--- config.mk ---
export PLATFORM = sky130hd
export DESIGN_NAME = serial_fp_sum_frontend
export DESIGN_NICKNAME = d
export VERILOG_FILES = /design/src/rtl/serial_fp_sum_frontend.sv
export SDC_FILE = /design/constraint.sdc
export NUM_CORES = 1
export LEC_CHECK = 0
export CORE_MARGIN = 8
export CORE_UTILIZATION = 52
export DETAILED_ROUTE_END_ITERATION = 8
export PLACE_DENSITY_LB_ADDON = 0.1
export SLEW_MARGIN = 20
export SYNTH_ARGS = -nofsm -noshare
export SYNTH_HDL_FRONTEND = slang
export SYNTH_SLANG_ARGS = --single-unit
--- constraint.sdc ---
create_clock -name clk_in -period 3.2 [get_ports clk_in]
set_input_delay 0.48 -clock clk_in [delete_from_list [all_inputs] [get_ports clk_in]]
set_output_delay 0.48 -clock clk_in [all_outputs]
set_load 0.01 [all_outputs]
--- src/rtl/serial_fp_sum_frontend.sv ---
// Serial front/back end for the multi-operand FP adder.
// Captures one frame: a serial setup word, N_LANES serial operands, a fixed
// wait on the parallel sum unit, then a handshaked serial result.
//
// state   | meaning
// --------+---------------------------------------------------------------
// S_IDLE  | ready for frame_start_in; no data sampled
// S_SETUP | shifting SETUP_W setup bits (lane mask + subtract flags)
// S_LOAD  | shifting WIDTH bits into each enabled lane
// S_WAIT  | operands valid, counting RESULT_LATENCY edges for the sum
// S_OUT   | result shifted out MSB first, one bit per output_read_in edge
module serial_fp_sum_frontend #(
  parameter int N_LANES        = 4,
  parameter int WIDTH          = 16,
  parameter int RESULT_LATENCY = 1
) (
  input  logic                       clk_in,
  input  logic                       rst_in,
  input  logic                       frame_start_in,
  input  logic                       setup_serial_in,
  input  logic [N_LANES-1:0]         serial_in,
  output logic                       input_rdy,
  output logic [N_LANES*WIDTH-1:0]   operands_out,
  output logic [N_LANES-1:0]         lane_mask_out,
  output logic [N_LANES-2:0]         sub_op_out,
  input  logic [WIDTH-1:0]           result_in,
  output logic                       output_rdy,
  input  logic                       output_read_in,
  output logic                       serial_out,
  output logic                       overrun
);

  localparam int SETUP_W = 2*N_LANES-1;
  localparam int MAX_A   = (SETUP_W > WIDTH) ? SETUP_W : WIDTH;
  localparam int CNT_MAX = (MAX_A > RESULT_LATENCY) ? MAX_A : RESULT_LATENCY;
  localparam int CNT_W   = $clog2(CNT_MAX+1);

  typedef enum logic [2:0] {
    S_IDLE  = 3'd0,
    S_SETUP = 3'd1,
    S_LOAD  = 3'd2,
    S_WAIT  = 3'd3,
    S_OUT   = 3'd4
  } state_t;

  state_t                     state_q, state_d;
  logic [CNT_W-1:0]           cnt_q, cnt_d;
  logic [SETUP_W-1:0]         setup_q, setup_d;
  logic [N_LANES*WIDTH-1:0]   lanes_q, lanes_d;
  logic [WIDTH-1:0]           res_q, res_d;
  logic                       overrun_q, overrun_d;

  // State and datapath registers; reset aborts any frame in progress.
  always_ff @(posedge clk_in or negedge rst_in) begin
    if (!rst_in) begin
      state_q   <= S_IDLE;
      cnt_q     <= '0;
      setup_q   <= '0;
      lanes_q   <= '0;
      res_q     <= '0;
      overrun_q <= 1'b0;
    end else begin
      state_q   <= state_d;
      cnt_q     <= cnt_d;
      setup_q   <= setup_d;
      lanes_q   <= lanes_d;
      res_q     <= res_d;
      overrun_q <= overrun_d;
    end
  end

  // Next-state logic; cnt_q is a down-counter reloaded on every phase change
  // and the phase ends on the edge where it reads zero.
  always_comb begin
    state_d   = state_q;
    cnt_d     = cnt_q;
    setup_d   = setup_q;
    lanes_d   = lanes_q;
    res_d     = res_q;
    overrun_d = overrun_q;

    // A start strobe in the cycle that finishes OUT is still a busy start.
    if (frame_start_in && (state_q != S_IDLE)) begin
      overrun_d = 1'b1;
    end

    case (state_q)
      S_IDLE: begin
        if (frame_start_in) begin
          state_d   = S_SETUP;
          cnt_d     = CNT_W'(SETUP_W-1);
          setup_d   = '0;
          lanes_d   = '0;
          overrun_d = 1'b0;
        end
      end
      S_SETUP: begin
        setup_d = {setup_q[SETUP_W-2:0], setup_serial_in};
        if (cnt_q == '0) begin
          state_d = S_LOAD;
          cnt_d   = CNT_W'(WIDTH-1);
        end else begin
          cnt_d = cnt_q - 1'b1;
        end
      end
      S_LOAD: begin
        for (int k = 0; k < N_LANES; k++) begin
          if (setup_q[k]) begin
            lanes_d[k*WIDTH +: WIDTH] = {lanes_q[k*WIDTH +: WIDTH-1], serial_in[k]};
          end else begin
            lanes_d[k*WIDTH +: WIDTH] = '0;
          end
        end
        if (cnt_q == '0) begin
          state_d = S_WAIT;
          cnt_d   = CNT_W'(RESULT_LATENCY-1);
        end else begin
          cnt_d = cnt_q - 1'b1;
        end
      end
      S_WAIT: begin
        if (cnt_q == '0) begin
          state_d = S_OUT;
          res_d   = result_in;
          cnt_d   = CNT_W'(WIDTH-1);
        end else begin
          cnt_d = cnt_q - 1'b1;
        end
      end
      S_OUT: begin
        if (output_read_in) begin
          res_d = {res_q[WIDTH-2:0], 1'b0};
          if (cnt_q == '0) begin
            state_d = S_IDLE;
          end else begin
            cnt_d = cnt_q - 1'b1;
          end
        end
      end
      default: begin
        state_d = S_IDLE;
      end
    endcase
  end

  assign input_rdy     = (state_q == S_IDLE);
  assign output_rdy    = (state_q == S_OUT);
  assign serial_out    = output_rdy & res_q[WIDTH-1];
  assign operands_out  = lanes_q;
  assign lane_mask_out = setup_q[N_LANES-1:0];
  assign sub_op_out    = setup_q[SETUP_W-1:N_LANES];
  assign overrun       = overrun_q;

endmodule
---- After elaboration in Yosys (flattened, before gate mapping) ----
Cells that the tools add are included.
operators by class
  divide/modulo/power cells ............... 0
  multiply operators ...................... 0
  shift-type cells ........................ 0
  order comparisons ....................... 0
  reductions and logical operators ........ 14
  muxes and demuxes ....................... 27
  add/subtract/negate cells ............... 1
  equal/unequal tests ..................... 11
  bitwise gates (word level) .............. 1
operators with widths
  operator             count
  $pmux 64 s2          1
  $mux 16              6
  $mux 64              1
  $pmux 16 s2          1
  $mux 5               5
  $pmux 5 s4           1
  $mux 3               6
  $pmux 3 s5           1
  $pmux 7 s2           1
  $ne 2x2->1 const B   5
  $mux 7               1
  $eq 3x2->1 const B   2
  $reduce_and 6->1     1
  $reduce_bool 2->1    3
  $logic_not 5->1      1
  $sub 5x1->5 const B  1
  $ne 2x1->1 const B   2
  $reduce_and 2->1     2
  $reduce_and 4->1     1
  $reduce_bool 4->1    1
  $eq 3x1->1 const B   1
  $eq 3x3->1 const B   1
  $logic_not 3->1      1
  $mux 1               3
  5 further kinds      5
word-level totals
  register bits ........................... 96
  output and inout bits ................... 75
  latch bits .............................. 0
  bits in read-only memories .............. 0
  RAM bits ................................ 0
  word-level logic and storage cells ...... 60
  memories kept ........................... 0
  input port bits ......................... 25

---- Depth between registers and ports, before layout ----
  depth in word-level cells ............... 5
  mapped depth ............................ 7
  mapped depth without buffers ............ 6

---- Worst setup path before layout ----
OpenSTA, ideal clock, no wires.
  path kind ............................... register to output
  start point ............................. reg state_q[0]
  end point ............................... out serial_out
  cell stages (with the launch flop) ...... 6
  data required time ...................... 2720 ps
  arrival ................................. 1367 ps
  path slack .............................. 1353 ps
  path buffers ............................ 2
  cell sequence ........................... dfrtp_1 > or3b_4 > inv_2 > buf_6 > buf_6 > and2_1
on the way
  word-level cells in the longest chain between the ends .. 2
ends and longest elaborated chain
  item                    RTL line  RTL
  from (decl)             46        state_t state_q, state_d;
  from (signal assigned)  63        state_q <= state_d;
  $eq 3x3->1              147       assign output_rdy = (state_q == S_OUT);
  net output_rdy          27        output logic output_rdy,
  $and 1x1->1             148       assign serial_out = output_rdy & res_q[WIDTH-1];
  to (decl)               29        output logic serial_out,
The timed path passes the listed nets, and every way through them passes these cells.

---- Final worst setup path ----
  start point ............................. reg state_q[2]
  end point ............................... out serial_out
on the way
  word-level cells in the longest chain between the ends .. 2
ends and longest elaborated chain
  item         RTL line
  $eq 3x3->1   147
  $and 1x1->1  148
No other way between the ends.

==> results.md <==
- The run finished with clean final reports.
- In the final routed layout, each cell accounts on average for between 15 and 20 um.
- At the pin with the least slew margin, the transition time is around 0.76 ns.
- The share of the clock period used by the worst path after layout is 85.9%.
- The die covers 10,500 sq um.
- Global routing used 17.3% of the available tracks.
- The total vias in the final route is 2,779.
- For this design the total switching power over the nets is 1.02 mW.
- The number of register bits inferred by synthesis is 96.
- For this run, design rule violations remaining after detail routing come to 0.
- The die span in x is approximately 100 um.
- The worst register-to-register path ends at operands_out[51]$_DFFE_PN0P_.
- The total overflow left after global routing is 0.
- Registers are responsible for 50.0% of the overall power.
- The area fraction in and, or, nand and nor cells after synthesis is 6.87%.
- The number of buffers added on ports is 99.
- For this design, the CTS-stage hold fixing added 0 buffers.
- Clock skew on the completed layout was measured at 0.0103 ns.
- The clock slew seen by the registers of the worst setup and hold paths is 0.10 ns.
- The total negative slack for setup checks is 0 ns.
- The clock network fraction of total power is 25.3%.
- The minimum clock period after layout is 2.75 ns.
- The max capacitance violation total is 0.
- By area, the combinational part of the netlist is dominated by compound AO/OA/AOI/OAI gates.
- The core region area is 7250 sq um.
- The H-tree depth is 3.
- The final net count is around 420.
- The area of the mapped netlist is 3880 sq um.
- The power share of the combinational group is 24.7%.
- The detailed router finished its first iteration with 80 violations.
- The distinct cell type count of the synthesized netlist is 37.
- The maximum achievable frequency is around 360 MHz.
- The clock sink count is 96.
- The proportion of layout cells with a drive suffix above 1 is 7.23%.
- The floorplan has 31 rows.
- The synthesized netlist net count is ~330.
- The worst setup path is launched from a register.
- Setup violations remaining at the end of the flow were counted as 0.
- After detailed routing, the number of vias per cell comes to 5.56.
- The worst endpoint required time is 2.72 ns.
- VDD sags by at most 0.000453 V.
- The largest driver fanout on the critical path is 13.
- The area growth from synthesis to layout is 32.8%.
- For this design the ratio of total power to cell area is 621 nW/um^2.
- During synthesis, Yosys emitted a total of 0 warnings.
- The number of global-route vias before repair is 2,796.
- The number of hold-slack violations in the final timing report is 0.
- For flop-to-flop paths, the worst setup slack is around 1.2 ns.
- The clock passes through at most 2 buffers.
- Walking the worst path, the cells encountered are or3b_4 -> inv_2 -> and2_1 -> clkdlybuf4s50_1.
- The longest individual stage delay on the worst path is 0.60 ns.
- The startpoint of the most critical register-to-register path is state_q[1]$_DFFE_PN0P_.
- Clock tree synthesis selected as its root buffer the cell clkbuf_8.
- After clock tree synthesis, the repair step resized 0 gates.
- The worst pin sits at a relative slew slack of 49.6%.
- Entering global routing, the biggest net connects a little over 60 pins.
- A synthesized cell averages 12.7 sq um.
- The pre-antenna-repair detailed-routing pass consisted of 4 iterations.
- For this design the static power due to leakage is 2.27 nW.
- The height of the chip is 102 um.
- The post-CTS setup buffer count is 0.
- Setup repair after global routing left no endpoint under its margin.
- The worst setup path is of the register to primary output kind.
- The post-synthesis compound-gate area fraction is 22.4%.
- Summing the areas of all fa, ha and maj instances in the mapped netlist gives 0.645% of the synthesized area.
- The number of diodes is 0.
- The count of cells along the worst register-to-register path is 3.
- In this run switching power makes up 32.0% of total power.
- The slowest cell on the critical path is dfrtp_1.
- The kind of capture point of the worst setup path is a primary output.
- The routability-driven placement congestion ratio is roughly 0.8.
- The first-pass GRT wire length is 14,300 um.
- The boundary pin count is 100.
- Data on the critical path arrives at its endpoint at 2.27 ns.
- The layout has 559 filler cells.
- The number of placed instances, taps included, is 484.
- The tightest min-delay check is of the input port to asynchronous set/reset pin type.
- TritonCTS built the clock tree.
- The synthesized netlist devotes 0.451% of its cell area to XOR and XNOR gates.
- The sequential-to-total area share from yosys stat is 61.9%.
- The final number of max-transition violations is 0.
- The cell count after synthesis came out at 305.
- The TritonCTS buffer count is 9.
- The final layout contains routed wiring with a total length of 8620 um.
- For this configuration, the core starts out at a cell density of between 50% and 60%.
- The final cell count without fillers is 500.
- The total half-perimeter wirelength after legalization and detailed placement is between 6000 and 7000 um.
- The initial antenna violation count is 0.
- The count of nets left with antenna violations once routing finished came out at 0.
- The internal power of the cells totals roughly 2.2 mW.
- The clock reaches the later pin of the worst-skew pair after 0.35 ns.
- The multiplexer share of the synthesized area is under 10%.
synthesized netlist by cell type (all sizes together):
cell    instances  share of area [%]
o22a            1               0.23
clkinv          1              0.097
nor2b           1               0.16
a22o           71                 16
or3b            2               0.52
nor4b           1               0.61
nor3b           1               0.19
nor2           11                1.1
dfrtp          96                 62
or2             1               0.16
ha              2               0.64
a21oi           6               0.77
a22oi           1               0.19
mux2i          15                3.9
a32oi           2               0.45
nand2          18                1.7
o211ai          1               0.19
or4b            1               0.26
a211oi          3               0.58
nand3           5               0.64
o32ai           1               0.71
buf            22                3.1
o21bai          1               0.19
nor3            3               0.39
and2            5               0.81
inv             6               0.58
nand2b          2               0.32
clkbuf          1              0.097
xnor2           2               0.45
o311ai          1               0.23
o21ai          21                2.8
metal layers:
| metal | global-route usage (%) | routed length, um | vias up |
|---|---|---|---|
| met5 | 0 | 0 | - |
| met1 | 22.8 | 3830 | 1370 |
| met2 | 26.6 | 4040 | 80 |
| met4 | 7.34 | 147 | 0 |
| li1 | - | - | 1316 |
| met3 | 4.50 | 593 | 13 |
through the flow:
stage	setup slack (ns)	total power, mW	area (sq um)	utilization, %	hold WS, ns
finish	0.452	3.20	5150	71.0	0.207
CTS	0.434	3.24	5150	71.0	0.214
floorplan	1.35	2.09	3880	-	0.184
global route	0.332	3.41	5150	71.0	0.247
global placement	0.897	2.39	4940	68.1	0.466
detailed placement	0.835	2.42	4940	68.1	0.479
layout by cell type (no fill, tap or decap), types with 2 or more instances in the layout:
cell | Yosys | final
buf_12 | 0 | 2
nand3_1 | 5 | 5
a211oi_1 | 3 | 3
nand2_1 | 18 | 18
xnor2_1 | 2 | 2
a21oi_1 | 6 | 6
dfrtp_1 | 96 | 96
mux2i_1 | 15 | 15
ha_1 | 2 | 2
clkdlybuf4s50_1 | 0 | 98
o21ai_1 | 19 | 19
buf_4 | 0 | 3
clkinv_4 | 0 | 2
clkbuf_8 | 0 | 9
nor2_1 | 11 | 11
a22o_1 | 71 | 71
nand2b_1 | 2 | 2
inv_6 | 0 | 2
nor3_1 | 3 | 3
inv_1 | 5 | 5
and2_1 | 5 | 5
power by group through the flow:
stage / combinational [mW] / sequential [mW] / clock [mW]
2_1_floorplan: 0.502 / 1.59 / 0
3_3_place_gp: 0.780 / 1.61 / 0
3_5_place_dp: 0.797 / 1.62 / 0
4_1_cts: 0.802 / 1.60 / 0.837
5_1_grt: 0.889 / 1.63 / 0.890
6_report: 0.790 / 1.60 / 0.810
worst max-delay path: cells and delay by family (launching register included):
family | cells | cell delay, ns
simple gates | 2 | 0.63
flops | 1 | 0.60
buf+inv | 2 | 0.68
registers in the layout (all words and copies together), names as in the netlist, named ones only:
| register | cells |
|---|---|
| operands_out | 64 |
| res_q | 16 |
| cnt_q | 5 |
| setup_q | 7 |
| state_q | 3 |
worst max-delay path by stage:
stage | from | endpoint | cells after the start
finish | state_q[2]$_DFFE_PN0P_ | serial_out | 4
global route | state_q[2]$_DFFE_PN0P_ | serial_out | 4
CTS | state_q[2]$_DFFE_PN0P_ | serial_out | 4
detailed placement | state_q[2]$_DFFE_PN0P_ | serial_out | 4
global placement | state_q[2]$_DFFE_PN0P_ | serial_out | 4
floorplan | state_q[0]$_DFFE_PN0P_ | serial_out | 5
cell type report:
type	count	area (sq um)	share of cell area (%)
well taps	99	124	2.40
repair buffers	103	1040	20.3
flip-flops and latches	96	2400	46.6
multi-input cells	179	1340	26.1
clock inverters	7	88.8	1.72
clock buffers	9	124	2.40
inverters	7	26.3	0.510
logic make-up after synthesis:
family / Yosys count
multiplexers: 15
AO/OA/AOI/OAI: 109
adder cells (fa/ha/maj): 2
buffers and inverters: 30
AND/OR/NAND/NOR: 51
flip-flops: 96
XOR/XNOR: 2
(Power assumes the default switching activity.)
